$ cat config.mk
export PLATFORM = sky130hd
export DESIGN_NAME = pulse_stretcher
export DESIGN_NICKNAME = d
export VERILOG_FILES = /design/src/rtl/pulse_stretcher_pkg.sv /design/src/rtl/pulse_stretcher_sat_counter.sv /design/src/rtl/pulse_stretcher.sv
export SDC_FILE = /design/constraint.sdc
export NUM_CORES = 1
export LEC_CHECK = 0
export ABC_AREA = 1
export CAP_MARGIN = 5
export CORE_MARGIN = 1.5
export CORE_UTILIZATION = 57
export CTS_BUF_LIST = sky130_fd_sc_hd__clkbuf_8
export CTS_CLUSTER_SIZE = 8
export DETAILED_ROUTE_END_ITERATION = 12
export GPL_ROUTABILITY_DRIVEN = 0
export PLACE_DENSITY = 0.94
export RECOVER_POWER = 25
export SLEW_MARGIN = 0
export SYNTH_ARGS = -nofsm -noshare
export SYNTH_HDL_FRONTEND = slang
export SYNTH_SLANG_ARGS = --single-unit
$ cat constraint.sdc
create_clock -name clk -period 3.5 [get_ports clk]
set_input_delay 0.7 -clock clk [delete_from_list [all_inputs] [get_ports clk]]
set_output_delay 0.7 -clock clk [all_outputs]
set_load 0.01 [all_outputs]
$ cat src/rtl/pulse_stretcher_pkg.sv
// Shared encodings for the pulse stretcher: FSM states and the output bit levels.
package pulse_stretcher_pkg;

    typedef enum logic [1:0] {
        IDLE = 2'd0,
        HOLD = 2'd1,
        GAP  = 2'd2
    } state_e;

    localparam logic LOW  = 1'b0;
    localparam logic HIGH = 1'b1;

endpackage

$ cat src/rtl/pulse_stretcher_sat_counter.sv
// Saturating up-counter: counts inc strobes and sticks at all-ones.
module sat_counter #(
    parameter int WIDTH = 8
) (
    input  logic             clk,
    input  logic             reset,
    input  logic             inc,
    output logic [WIDTH-1:0] count
);

    localparam logic [WIDTH-1:0] ONE = {{(WIDTH-1){1'b0}}, 1'b1};

    logic [WIDTH-1:0] count_q;
    logic [WIDTH-1:0] count_d;

    always_comb begin
        count_d = count_q;
        if (inc && !(&count_q)) begin
            count_d = count_q + ONE;
        end
    end

    always_ff @(posedge clk) begin
        if (reset) begin
            count_q <= '0;
        end else begin
            count_q <= count_d;
        end
    end

    assign count = count_q;

endmodule

$ cat src/rtl/pulse_stretcher.sv
// Stretches single-cycle ticks into hold_len-long high levels on an update timebase,
// with a guaranteed low gap between holds and a one-deep queue for extra ticks.
module pulse_stretcher
    import pulse_stretcher_pkg::*;
#(
    parameter int CNT_W  = 8,
    parameter int MISS_W = 8
) (
    input  logic              clk,
    input  logic              reset,
    input  logic              update,
    input  logic              tick,
    input  logic [CNT_W-1:0]  hold_len,
    input  logic [CNT_W-1:0]  gap_len,
    input  logic              retrigger,
    output logic              level,
    output logic              busy,
    output logic              missed,
    output logic [MISS_W-1:0] missed_count
);

    localparam logic [CNT_W-1:0] ONE = {{(CNT_W-1){1'b0}}, 1'b1};

    // A zero length would give no low period for downstream edge detectors.
    function automatic logic [CNT_W-1:0] load_len(input logic [CNT_W-1:0] len);
        return (len == '0) ? ONE : len;
    endfunction

    state_e           state_q, state_d;
    logic [CNT_W-1:0] cnt_q, cnt_d;
    logic             pend_q, pend_d;
    logic             missed_q;
    logic             drop;
    logic             last;

    assign last = (cnt_q <= ONE);

    always_comb begin
        state_d = state_q;
        cnt_d   = cnt_q;
        pend_d  = pend_q;
        drop    = LOW;

        unique case (state_q)
            IDLE: begin
                if (tick) begin
                    state_d = HOLD;
                    cnt_d   = load_len(hold_len);
                end
            end

            HOLD: begin
                if (tick && retrigger) begin
                    cnt_d = load_len(hold_len);
                end else begin
                    if (tick) begin
                        if (pend_q) drop   = HIGH;
                        else        pend_d = HIGH;
                    end
                    if (update) begin
                        if (last) begin
                            state_d = GAP;
                            cnt_d   = load_len(gap_len);
                        end else begin
                            cnt_d = cnt_q - ONE;
                        end
                    end
                end
            end

            GAP: begin
                if (update && last) begin
                    if (pend_q || tick) begin
                        state_d = HOLD;
                        cnt_d   = load_len(hold_len);
                        pend_d  = LOW;
                        drop    = tick && pend_q;
                    end else begin
                        state_d = IDLE;
                        cnt_d   = '0;
                    end
                end else begin
                    // Ticks in GAP always queue; retrigger only extends a live hold.
                    if (tick) begin
                        if (pend_q) drop   = HIGH;
                        else        pend_d = HIGH;
                    end
                    if (update) begin
                        cnt_d = cnt_q - ONE;
                    end
                end
            end

            default: begin
                state_d = IDLE;
                cnt_d   = '0;
                pend_d  = LOW;
            end
        endcase
    end

    always_ff @(posedge clk) begin
        if (reset) begin
            state_q  <= IDLE;
            cnt_q    <= '0;
            pend_q   <= LOW;
            missed_q <= LOW;
        end else begin
            state_q  <= state_d;
            cnt_q    <= cnt_d;
            pend_q   <= pend_d;
            missed_q <= drop;
        end
    end

    sat_counter #(
        .WIDTH (MISS_W)
    ) u_miss_cnt (
        .clk   (clk),
        .reset (reset),
        .inc   (drop),
        .count (missed_count)
    );

    assign level  = (state_q == HOLD) ? HIGH : LOW;
    assign busy   = (state_q != IDLE) || pend_q;
    assign missed = missed_q;

endmodule

==> impl_metrics.yaml <==
outcome:
  status: "finished clean"
detailed_routing:
  postRouteWirelength_mm: 3.72
  dr_total_vias: 1572
  dr.pass1.iters: 4
  drtIter0Drc: 45
  drc: 0
  ant_nets: 0
  wl_per_cell_um: 12.5
  via_per_inst: 5.28
placed_design:
  dp_hpwl_mm: 3.03
  portBuffers: 31
  detailedPlace.worstSlack_ps: 1250
  placed_area_um2: 1920
clock_network:
  clock_sinks: 20
  ctsRootBufferMaster: "clkbuf_8"
  clk_pin_slew_ps: 80
  cts_buffers: 3
  cts_resized: 0
  tritoncts: "done"
  clock_path_buffers: 2
  post_cts.repair.setup_buffers: 0
  h-tree-depth: 1
  clock_latency_ps: 260
  hold_buffers: 0
grt:
  overflow: 0
  antenna_found_initial: 0
  grt_pass1_wl_mm: 6.45
  grt_pass1_vias: 1554
  grt_max_degree: 19
  track_usage_pct: 25.3
floorplanning:
  floorplan.initialDensity_pct: 61.8
  die_area_um2: 3110
  fp.dieH_um: 55.8
  rows: 18
  num_io_pins: 32
  die_w_um: 55.8
  core_um2: 2570
power:
  ir_drop_uv: 771
  fin_total_pwr_uw: 1630
  p_leak_uw: 0.000852
  power_density_nw_per_um2: 823
critical_path:
  worstPathArrival_ps: 1570
  path_class: "flip-flop to output port"
  slowest_delay_ps: 520
  required_ps: 2800
  crit_path_end_kind: "output port"
  critPathSlowestCell: "clkdlybuf4s50_1"
  crit_fanout: 4
  worst_setup_path_start_kind: "flip-flop"
  crit_chain: "inv_1, ha_1, nand2_1, clkdlybuf4s50_1"
yosys:
  synth.distinct_cells: 32
  synth_nets: 263
  async_flop_share_pct: 0
  synth_top_area_share_pct: 25.2
  synth.area.top_cells: "dfxtp_1 (25%), nand2_1 (18%), ha_1 (5.5%), nor2_1 (5.2%), inv_1 (4.7%)"
  synth_area_um2: 1590
  synth_top_cells_by_count: "nand2_1 (75), nor2_1 (22), dfxtp_1 (20), inv_1 (20), nand3_1 (11)"
  avgSynthCellArea_um2: 6.76
  synth_seq_cells: 20
  ys_warn_count: 0
  yosysSeqAreaShare_pct: 25.2
  synth_ff_type: "dfxtp_1"
  synth_edf_count: 0
  synthCells: 235
  synth.most_common_cell: "nand2_1"
  synth_top_area_cell: "dfxtp_1"
finish:
  fin_util_pct: 77.1
  num-fill-cells: 204
  antenna_cells: 0
  nets: 297
  stdcell_area_um2: 1980
  syn2layout_area_growth_pct: 24.7
  drive_gt1_share_pct: 17.5
sta:
  post-route-period-util_pct: 64.8
  period_minus_slack_ps: 2270
  rsz0062_at_grt: "no"
  tns_ps: 0
  relSlewSlack_pct: 44.8
  setup_viol: 0
  fin_skew_ps: 9.11
  slew_violations: 0
  fmax_mhz: 441
  final-hold-violation-count: 0
  worstMarginPinSlew_ps: 825
  setup_slack_ps: 1230
flow_run:
  drv_cap: 0
worst_hold_path:
  hold_path_class: "flip-flop to flip-flop"
[flip-flops by register name, summed over array words and instances, names as in the netlist]
register and count:
state_q 2, cnt_q 8, pend_q 1, u_miss_cnt.count 8, missed 1
[final cells by class]
class | count | area, um^2 | area share, %
clock buffer | 4 | 55.1 | 2.78
inverter | 27 | 101 | 5.12
multi-input combinational | 186 | 1070 | 54.3
sequential | 20 | 400 | 20.2
tap | 30 | 37.5 | 1.90
timing repair buffer | 31 | 310 | 15.7
[cell usage in the layout (no fill, tap or decap), types with 5 or more instances in the layout]
master           instances
nor2_1                  22
dlygate4sd3_1            5
nand3_1                 11
inv_1                   20
inv_2                    7
a21oi_1                  8
ha_1                     7
nand2_1                 75
xor2_1                   7
dfxtp_1                 20
nand2_2                  5
o21ai_0                  5
clkdlybuf4s50_1         26
a21oi_2                  8
[where the power goes]
| part | internal, uW | switching, uW |
|---|---|---|
| clock network | 100 | 73.1 |
| registers | 288 | 77.5 |
| logic | 406 | 684 |
[worst paths after layout]
kind | depth (start not counted) | slack (ps) | startpoint | to
setup / recovery | 4 | 1230 | state_q[0] | busy
hold / removal | 2 | 510 | u_miss_cnt.count[0] | u_miss_cnt.count[0]
setup reg to reg | 9 | 1740 | state_q[0] | u_miss_cnt.count[4]
hold reg to reg | 2 | 510 | u_miss_cnt.count[0] | u_miss_cnt.count[0]
[per-layer routing]
layer / routed length, um / track usage [%] / up-vias
met5: 0 / 0 / -
met4: 72 / 7.67 / 0
met3: 179 / 3.95 / 8
met2: 1880 / 46.3 / 43
met1: 1590 / 30.1 / 706
li1: - / - / 815
[worst max-delay path: cells and delay by family (launching register included)]
family | cells | cell delay [ps]
simple gates | 1 | 90
buf+inv | 2 | 600
flops | 1 | 380
fa+ha+maj | 1 | 240
[logic make-up (layout without fill, tap and decap cells)]
group | count (synthesis) | after routing | synth area share, %
fa+ha+maj | 7 | 7 | 5.52
compound gates | 29 | 29 | 13.2
flops | 20 | 20 | 25.2
buf+inv | 29 | 62 | 7.09
simple gates | 141 | 141 | 44.1
xor+xnor | 9 | 9 | 4.96
[stage by stage]
stage               std cells  hold WS [ps]
finish                    298           514
CTS                       298           520
detailed placement        294           506
floorplan                 235           476
global placement          294           501
global route              298           543
No activity file was read; power rests on OpenSTA's default activity.
